**config.mk**
```make
export PLATFORM = sky130hd
export DESIGN_NAME = vend_sequencer
export DESIGN_NICKNAME = d
export VERILOG_FILES = /design/src/rtl/vend_pkg.sv /design/src/rtl/vend_timeout_timer.sv /design/src/rtl/vend_sequencer.sv
export SDC_FILE = /design/constraint.sdc
export NUM_CORES = 1
export LEC_CHECK = 0
export ABC_AREA = 1
export BUFFER_PORTS_ARGS = -buffer_cell sky130_fd_sc_hd__clkbuf_2
export CELL_PAD_IN_SITES_DETAIL_PLACEMENT = 0
export CELL_PAD_IN_SITES_GLOBAL_PLACEMENT = 1
export CORE_MARGIN = 3
export CORE_UTILIZATION = 45
export DETAILED_ROUTE_END_ITERATION = 12
export GPL_TIMING_DRIVEN = 0
export PLACE_DENSITY = 0.81
export SLEW_MARGIN = 20
export SYNTH_ARGS = -nofsm -noshare
export SYNTH_HDL_FRONTEND = slang
export SYNTH_SLANG_ARGS = --single-unit
```
**constraint.sdc**
```tcl
create_clock -name clk -period 4.1 [get_ports clk]
set_clock_uncertainty 0.15 [all_clocks]
set_input_delay 0 -clock clk [delete_from_list [all_inputs] [get_ports clk]]
set_output_delay 0 -clock clk [all_outputs]
set_load 0.005 [all_outputs]
```
**src/rtl/vend_pkg.sv**
```systemverilog
`default_nettype none
// ============================================================================
//  Module   : vend_pkg
//  Purpose  : Shared types and constants for the two-product vending machine
//             sequencer: state encoding, coin codes, datapath widths and
//             product indices.
//  Revision : 1.0 - initial release
// ============================================================================
package vend_pkg;

  // Datapath widths
  localparam int CREDIT_W = 4;   // credit in Rs.5 units, ceiling 8
  localparam int STOCK_W  = 4;   // per-product stock, reload value 8
  localparam int TIMER_W  = 10;  // idle timer, terminal count 999

  // Coin acceptor codes; 2'b00 and 2'b11 carry no value
  localparam logic [1:0] COIN_5  = 2'b01;
  localparam logic [1:0] COIN_10 = 2'b10;

  // Product indices (sel_id values and stock array slots)
  localparam int PROD_A = 0;
  localparam int PROD_B = 1;

  typedef enum logic [1:0] {
    ST_IDLE     = 2'd0,
    ST_CREDIT   = 2'd1,
    ST_DISPENSE = 2'd2,
    ST_CHANGE   = 2'd3
  } state_t;

  // Value of a coin code in Rs.5 units (only meaningful for valid codes)
  function automatic logic [CREDIT_W-1:0] coin_units(input logic [1:0] code);
    return (code == COIN_10) ? CREDIT_W'(2) : CREDIT_W'(1);
  endfunction

endpackage
`default_nettype wire

```
**src/rtl/vend_timeout_timer.sv**
```systemverilog
`default_nettype none
// ============================================================================
//  Module   : vend_timeout_timer
//  Purpose  : Idle-credit timer. Clears on request, counts while enabled and
//             holds at the terminal count TIMEOUT-1.
//  Ports    : clk, rst      - clock, asynchronous active-high reset
//             clear         - synchronous clear (wins over enable)
//             enable        - count this cycle
//             expired       - enable is high and the count sits at TIMEOUT-1
//  Revision : 1.0 - initial release
// ============================================================================
module vend_timeout_timer
  import vend_pkg::*;
#(
  parameter int TIMEOUT = 1000
) (
  input  logic clk,
  input  logic rst,
  input  logic clear,
  input  logic enable,
  output logic expired
);

  localparam logic [TIMER_W-1:0] TERMINAL = TIMER_W'(TIMEOUT - 1);

  logic [TIMER_W-1:0] count;

  always_ff @(posedge clk or posedge rst) begin
    if (rst) begin
      count <= '0;
    end else if (clear) begin
      count <= '0;
    end else if (enable && (count != TERMINAL)) begin
      count <= count + TIMER_W'(1);
    end
  end

  assign expired = enable && (count == TERMINAL);

endmodule
`default_nettype wire

```
**src/rtl/vend_sequencer.sv**
```systemverilog
`default_nettype none
// ============================================================================
//  Module   : vend_sequencer
//  Purpose  : Two-product vending machine sequencer working in Rs.5 units.
//             Accumulates coin credit, handles select/cancel/timeout, drives
//             the dispense motor and change hopper through req/ack handshakes
//             and tracks per-product stock.
//  Ports    : clk, rst                 - clock, asynchronous active-high reset
//             coin_valid, coin_val     - coin event and code (01=Rs.5, 10=Rs.10)
//             sel_valid, sel_id        - product select event and product
//             cancel                   - refund request
//             restock                  - reload both stock counters (IDLE only)
//             dispense_done            - motor completion
//             hopper_ack               - one Rs.5 coin ejected
//             dispense_req, dispense_id- motor request and product
//             hopper_req               - change owed
//             coin_reject, sel_error   - one-cycle refusal pulses
//             credit                   - current credit in units
//             sold_out                 - bit i set when product i stock is 0
//             busy                     - in DISPENSE or CHANGE
//  Revision : 1.0 - initial release
// ============================================================================
module vend_sequencer
  import vend_pkg::*;
#(
  parameter int PRICE_A    = 3,
  parameter int PRICE_B    = 4,
  parameter int MAX_CREDIT = 8,
  parameter int TIMEOUT    = 1000,
  parameter int STOCK_INIT = 8
) (
  input  logic                clk,
  input  logic                rst,
  input  logic                coin_valid,
  input  logic [1:0]          coin_val,
  input  logic                sel_valid,
  input  logic                sel_id,
  input  logic                cancel,
  input  logic                restock,
  input  logic                dispense_done,
  input  logic                hopper_ack,
  output logic                dispense_req,
  output logic                dispense_id,
  output logic                hopper_req,
  output logic                coin_reject,
  output logic                sel_error,
  output logic [CREDIT_W-1:0] credit,
  output logic [1:0]          sold_out,
  output logic                busy
);

  localparam logic [CREDIT_W-1:0] PRICE_A_U  = CREDIT_W'(PRICE_A);
  localparam logic [CREDIT_W-1:0] PRICE_B_U  = CREDIT_W'(PRICE_B);
  localparam logic [CREDIT_W:0]   MAX_SUM    = (CREDIT_W + 1)'(MAX_CREDIT);
  localparam logic [STOCK_W-1:0]  STOCK_LOAD = STOCK_W'(STOCK_INIT);

  state_t                   state;
  logic [1:0][STOCK_W-1:0]  stock;

  logic                     coin_ok;
  logic [CREDIT_W-1:0]      coin_amt;
  logic [CREDIT_W:0]        credit_sum;
  logic [CREDIT_W-1:0]      price;
  logic                     coin_accept;
  logic                     sel_accept;
  logic                     timer_clear;
  logic                     timer_en;
  logic                     timer_expired;

  // Event decode. A pending cancel refuses any select or coin in the same
  // cycle, and a select refuses a coin, whatever state the machine is in.
  always_comb begin
    coin_ok     = coin_valid && ((coin_val == COIN_5) || (coin_val == COIN_10));
    coin_amt    = coin_units(coin_val);
    credit_sum  = {1'b0, credit} + {1'b0, coin_amt};
    price       = sel_id ? PRICE_B_U : PRICE_A_U;
    sel_accept  = sel_valid && !cancel && (state == ST_CREDIT) &&
                  (credit >= price) && (stock[sel_id] != '0);
    coin_accept = coin_ok && !cancel && !sel_valid &&
                  ((state == ST_IDLE) || (state == ST_CREDIT)) &&
                  (credit_sum <= MAX_SUM);
  end

  // The timer only runs in CREDIT; any accepted coin restarts it, and it is
  // held at zero everywhere else so CREDIT is always entered with a fresh count.
  assign timer_en    = (state == ST_CREDIT);
  assign timer_clear = coin_accept || (state != ST_CREDIT);

  vend_timeout_timer #(
    .TIMEOUT (TIMEOUT)
  ) u_timer (
    .clk     (clk),
    .rst     (rst),
    .clear   (timer_clear),
    .enable  (timer_en),
    .expired (timer_expired)
  );

  always_ff @(posedge clk or posedge rst) begin
    if (rst) begin
      state        <= ST_IDLE;
      credit       <= '0;
      stock        <= {STOCK_LOAD, STOCK_LOAD};
      dispense_req <= 1'b0;
      dispense_id  <= 1'b0;
      hopper_req   <= 1'b0;
      coin_reject  <= 1'b0;
      sel_error    <= 1'b0;
      busy         <= 1'b0;
    end else begin
      // Any valid coin or select not taken this cycle is refused.
      coin_reject <= coin_ok && !coin_accept;
      sel_error   <= sel_valid && !sel_accept;

      case (state)
        ST_IDLE: begin
          if (restock) begin
            stock <= {STOCK_LOAD, STOCK_LOAD};
          end
          if (coin_accept) begin
            credit <= credit_sum[CREDIT_W-1:0];
            state  <= ST_CREDIT;
          end
        end

        ST_CREDIT: begin
          if (cancel) begin
            state      <= ST_CHANGE;
            hopper_req <= 1'b1;
            busy       <= 1'b1;
          end else if (sel_accept) begin
            credit        <= credit - price;
            stock[sel_id] <= stock[sel_id] - STOCK_W'(1);
            dispense_req  <= 1'b1;
            dispense_id   <= sel_id;
            state         <= ST_DISPENSE;
            busy          <= 1'b1;
          end else if (coin_accept) begin
            credit <= credit_sum[CREDIT_W-1:0];
          end else if (timer_expired) begin
            state      <= ST_CHANGE;
            hopper_req <= 1'b1;
            busy       <= 1'b1;
          end
        end

        ST_DISPENSE: begin
          if (dispense_done) begin
            dispense_req <= 1'b0;
            if (credit != '0) begin
              state      <= ST_CHANGE;
              hopper_req <= 1'b1;
            end else begin
              state <= ST_IDLE;
              busy  <= 1'b0;
            end
          end
        end

        ST_CHANGE: begin
          if (hopper_ack) begin
            credit <= credit - CREDIT_W'(1);
            // The ack paying out the last unit ends the refund.
            if (credit == CREDIT_W'(1)) begin
              hopper_req <= 1'b0;
              state      <= ST_IDLE;
              busy       <= 1'b0;
            end
          end
        end

        default: begin
          state <= ST_IDLE;
        end
      endcase
    end
  end

  assign sold_out = {(stock[PROD_B] == '0), (stock[PROD_A] == '0)};

endmodule
`default_nettype wire
```
* Word level (Yosys, flattened, before mapping)
Cells that the tools add are included.
** Word-level totals
- Bits in registers :: 30
- Input port bits :: 11
- Output and inout bits :: 12
- Word-level logic and storage cells :: 128
** Cells by class
- Add/subtract/negate cells :: 5
- Order comparisons :: 4
- Eq/ne operators :: 23
- Multiplexer cells :: 46
- Bitwise operators :: 1
- Reduce and logical (&&, ||, !) cells :: 38
** Operator list (count)
- $mux W4 :: 7
- $mux W8 :: 3
- $mux W10 :: 2
- $mux W2 :: 10
- $ne A2 B2 Y1 const B :: 9
- $pmux W8 S2 :: 1
- $mux W1 :: 15
- $logic_and A1 B1 Y1 :: 14
- $pmux W4 S3 :: 1
- $add A10 B1 Y10 const B :: 1
- $eq A10 B10 Y1 const B :: 1
- $ne A10 B10 Y1 const B :: 1
- $ne A3 B3 Y1 const B :: 3
- $bwmux W8 :: 1
- $logic_not A4 Y1 :: 2
- $ne A4 B4 Y1 const B :: 2
- $pmux W2 S4 :: 1
- $reduce_and A4 Y1 :: 2
- $reduce_and A8 Y1 :: 1
- $reduce_bool A4 Y1 :: 2
- $sub A4 B1 Y4 const B :: 2
- $reduce_and A7 Y1 :: 1
- $eq A2 B2 Y1 const B :: 3
- $pmux W1 S3 :: 2
- 20 further kinds :: 30

* Longest topological paths before layout
- Depth in word-level cells :: 11
- Gate-level depth with buffers :: 16
- Gate-level depth less buffers :: 16

* Hierarchy
From an unflattened synthesis, not the netlist that was laid out.
** Second synthesis, totals
- Cells, all modules :: 315
- Area total of the unflattened synthesis :: 2229.6 um^2
** By module, submodules not included
- vend_sequencer :: times used 1, cells an instance 226, area an instance 1581.5 um^2, sequential area each 503.0 um^2
- vend_timeout_timer :: times used 1, cells an instance 89, area an instance 648.1 um^2, sequential area each 250.2 um^2

* Worst setup path before layout
Ideal clock, no wire load.
- Kind :: register to register
- Start point :: reg credit[0]
- End point :: reg state[0]
- Arrival :: 1.811 ns
- Data required time :: 3.831 ns
- Path slack :: 2.020 ns
- Stages on the path, launching flop included :: 13
- Period minus slack after synthesis :: 2.080 ns
- Cells stage by stage :: dfrtp_1 ha_1 inv_1 fa_1 inv_1 nor2_1 nand3_1 nand3_1 nand3_1 nand2_1 nor2_2 nand3_1 nand2_1
** On the way
- Word-level cells in the longest chain between the ends :: 6
- Elaborated cells on any way between the ends :: 18
- Those cells by class :: 1 x add/sub; 2 x order compare; 5 x eq/ne; 5 x mux; 5 x reduce/logical
** Ends and longest elaborated chain
- from (decl) :: RTL line vend_sequencer.sv:47 : output logic [CREDIT_W-1:0] credit,
- from (signal assigned) :: RTL line vend_sequencer.sv:121 : credit <= credit_sum[CREDIT_W-1:0];
- from (signal assigned) :: RTL line vend_sequencer.sv:132 : credit <= credit - price;
- from (signal assigned) :: RTL line vend_sequencer.sv:139 : credit <= credit_sum[CREDIT_W-1:0];
- branches (longest 6 deep; another with $add A4 B2 Y5)
- to (signal assigned) :: RTL line vend_sequencer.sv:122 : state <= ST_CREDIT;
- to (signal assigned) :: RTL line vend_sequencer.sv:128 : state <= ST_CHANGE;
- to (signal assigned) :: RTL line vend_sequencer.sv:136 : state <= ST_DISPENSE;
- to (decl) :: RTL line vend_sequencer.sv:57 : state_t state;
Several ways; the timed one is not identified. The select of a mux whose other input is x is not followed.
A chain may end at the register's enable or synchronous reset.

* Worst setup path in the final report
- Start point :: reg credit[0]
- End point :: reg credit[1]
** On the way
- Word-level cells in the longest chain between the ends :: 7
- Elaborated cells on any way between the ends :: 13
- Those cells by class :: 3 x add/sub; 2 x order compare; 5 x mux; 3 x reduce/logical
** Ends and longest elaborated chain
- $add A4 B2 Y5 :: RTL line vend_sequencer.sv:75 : credit_sum = {1'b0, credit} + {1'b0, coin_amt};
- $le A5 B4 Y1 :: RTL line vend_sequencer.sv:81 : (credit_sum <= MAX_SUM);
- $logic_and A1 B1 Y1 :: RTL line vend_sequencer.sv:80 : ((state == ST_IDLE) || (state == ST_CREDIT)) &&
- $mux W4 :: RTL line vend_sequencer.sv:120, vend_sequencer.sv:138
- $mux W4 :: RTL line vend_sequencer.sv:131 : end else if (sel_accept) begin
- $mux W4 :: RTL line vend_sequencer.sv:127 : if (cancel) begin
- $pmux W4 S3 * :: RTL line vend_sequencer.sv:115 : case (state)
Every way passes the cells marked *; elsewhere a longest branch is shown, timed or not. The select of a mux whose other input is x is not followed.

==> out/metrics.csv <==
metric,value,unit
startpoint-to-endpoint class of the critical path,reg -> reg,
Min Hold Slack,0.00914,ns
clock latency at the later pin of the worst-skew pair,0.28,ns
slowest cell delay on critical path,0.42,ns
reg2reg end,credit[1],
capturing element type of the critical path,flip-flop,
reported max-cap violation count,0,
Most Frequent Cell on Critical Path,sky130_fd_sc_hd__nand2_1,
Vert. Die Dim,73.7,um
clock transition at the registers of the reported paths,0.06,ns
residual overflow from global routing,0,
highest fanout seen on the critical path,5,
IO Count,23,
layout filler cell count,433,
Cell variety after synth,36,
Synth area leaders,"sky130_fd_sc_hd__dfrtp_1 (34%), sky130_fd_sc_hd__nand2_1 (13%), sky130_fd_sc_hd__ha_1 (6.7%)",
Reg2Reg Launch Point,credit[0],
total wirelength of the detailed-routed design,4.53,mm
width of the chip,73.7,um
die area,5430,um^2
period utilization,0.578,
terminating pin of the worst hold path,credit[0],
final layout net count,328,
path class of the lowest-slack min-delay path,in -> reg,
final number of max-transition violations,0,
# clock sinks,30,
global-route track usage on met1,0.275,
portion of synthesized cell area occupied by the leading cell type,0.340,
worst reg-to-reg path cell count,15,
power density over the cells,657,nW/um^2
Post-synth EDFFs,0,
count of final setup violators,0,
met3 track demand over resource,0.0369,
Area Overhead vs Synth,16.4,%
vias post-DR,1775,
most instantiated flip-flop cell in the synthesis netlist,sky130_fd_sc_hd__dfrtp_1,
actual slew at the worst max-slew pin,0.643,ns
total global routing track utilization,0.183,
worst-case setup margin in the final layout,1.73,ns
post-route cell area,2400,um^2
Avg Vias per Cell,5.00,
CTS tree,yes,
crit-path cells,inv_1 > ha_1 > inv_1 > fa_1 > nand2_1 > nand3_1 > nand2_2 > inv_2 > nand2_2 > nand2_1 > nand2_1 > nand2_1 > nand2_2 > nand2_1 > nand2_1,
start point of the worst min-delay path,cancel,
leakage power figure,1.20,nW
most area-hungry cell type in the Yosys netlist,sky130_fd_sc_hd__dfrtp_1,
"Most Used Layer, Global Route",met1,
first-pass GRT wire length,7.65,mm
Pre-antenna DRT Iters,4,
Site Rows,23,
routability congestion estimate from global placement,0.824,
DRC violations left,0,
"Cell Count, Final, Fillers Out",355,
total nets after synthesis,292,
pre-CTS setup slack,1.73,ns
maximum number of pins on one net before global-route repair,31,
run status,"finished, final reports clean",
slack of the worst reg-to-reg path,1.73,ns
Synth top cells by count,"sky130_fd_sc_hd__nand2_1 (69), sky130_fd_sc_hd__dfrtp_1 (28), sky130_fd_sc_hd__inv_1 (24)",
cts repair resizes,0,
number of buffer cells added on primary ports,22,
worst-case clock buffer depth,2,
placed cell area,2230,um^2
number of stages on the worst hold path,4,
"Avg Cell Area, Syn",7.69,um^2
YS warnings,0,
standard cell core area,4200,um^2
RSZ-0062 raised after global routing,no,
Gate Count Post-Synth,268,
post-route minimum period,2.37,ns
async set-reset flop share out of synthesis,1.00,
sequential element share of the synthesized area,0.365,
number of antenna violations at the first check in global routing,0,
dpl cells,340,
top-count cell post-synth,sky130_fd_sc_hd__nand2_1,
critical path startpoint category,flip-flop,
CTS Root Buffer Type,sky130_fd_sc_hd__clkbuf_8,
DRC marker count from the first detailed-route iteration,115,
residual antenna-violating net count after detailed routing,0,
"Arr. time, crit path",2.43,ns
met2 Track Usage GR,0.263,
number of register bits inferred by synthesis,30,
Starting Density,0.491,
hpwl dp,3.48,mm
relative max-transition margin,0.571,
cts bufs inserted,5,
number of diodes added for antenna fixing,0,
peak supply drop,0.356,mV
H-tree lvl count,2,
CP Data Required Time,4.16,ns
wire per inst,12.8,um
critical path's slowest cell,sky130_fd_sc_hd__dfrtp_1,
fmax,422,MHz
vias in the first global route,1620,
fraction of final layout cells sized beyond drive strength 1,0.210,
final hold viol count,0,
setup tns final,0,ns
Syn Std Cell Area,2060,um^2
## cell families (layout without fill, tap and decap cells)
kind of cell / after synthesis / after routing / share of synthesized area
simple gates: 140 / 140 / 0.312
buf+inv: 36 / 73 / 0.0716
flops: 30 / 30 / 0.365
mux: 2 / 2 / 0.00971
xor+xnor: 9 / 9 / 0.0382
fa+ha+maj: 13 / 13 / 0.0862
compound gates: 38 / 38 / 0.117
## sequential cells by signal, summed over array words and instances (netlist names), 2 cells and up
| register | cells |
|---|---|
| state | 2 |
| u_timer.count | 10 |
| stock | 8 |
| credit | 4 |
## cell usage in the layout, fill, tap and decap left out, drive strengths merged, types with 3 or more instances in the layout
| cell type | n |
|---|---|
| a21oi | 14 |
| buf | 3 |
| clkbuf | 28 |
| dfrtp | 28 |
| dlygate4sd3 | 7 |
| ha | 11 |
| inv | 33 |
| nand2 | 75 |
| nand3 | 24 |
| nor2 | 31 |
| nor3 | 5 |
| o21ai | 14 |
| o22ai | 4 |
| xnor2 | 5 |
| xor2 | 4 |
## repair_timing
item	in CTS	in global routing
endpoints found under the hold margin	32	0
buffers inserted	0	0
hold buffers	7	0
setup endpoints to repair	0	0
## cell type report
type                       count  area [um^2]  share of cell area
clock inverter                 2         12.5             0.00521
buffer                         3         21.3             0.00886
timing repair buffer          29          180              0.0751
multi-input combinational    202         1160               0.484
tap                           50         62.6              0.0261
sequential                    30          753               0.314
clock buffer                   6         82.6              0.0344
inverter                      33          126              0.0527
## critical path, delay by kind of cell, from the launching register on
family / cells / cell delay (ns)
simple gates: 10 / 0.93
flops: 1 / 0.42
fa+ha+maj: 2 / 0.55
buf+inv: 3 / 0.25
## where the power goes
group	internal, mW	switching [mW]
registers	0.394	0.0787
logic	0.326	0.528
clock network	0.135	0.114
total	0.855	0.721
## layer usage
metal	up-vias	share of wire	wire [um]
met2	39	0.41	1870
met3	4	0.042	189
li1	953	-	-
met5	-	0	0
met1	779	0.54	2440
met4	0	0.0084	38
## how the worst max path moves through the flow
stage / startpoint / endpoint / cells past startpoint
3_3_place_gp: credit[1] / credit[3] / 10
5_1_grt: credit[1] / credit[3] / 10
2_1_floorplan: credit[0] / state[0] / 12
4_1_cts: credit[1] / u_timer.count[7] / 9
3_5_place_dp: credit[1] / u_timer.count[7] / 9
6_report: credit[0] / credit[1] / 15
## through the flow
step	utilization	power [mW]
2_1_floorplan	-	1.10
3_3_place_gp	0.532	1.31
3_5_place_dp	0.532	1.32
4_1_cts	0.571	1.59
5_1_grt	0.571	1.74
6_report	0.571	1.58
No activity file was read; power rests on OpenSTA's default activity.
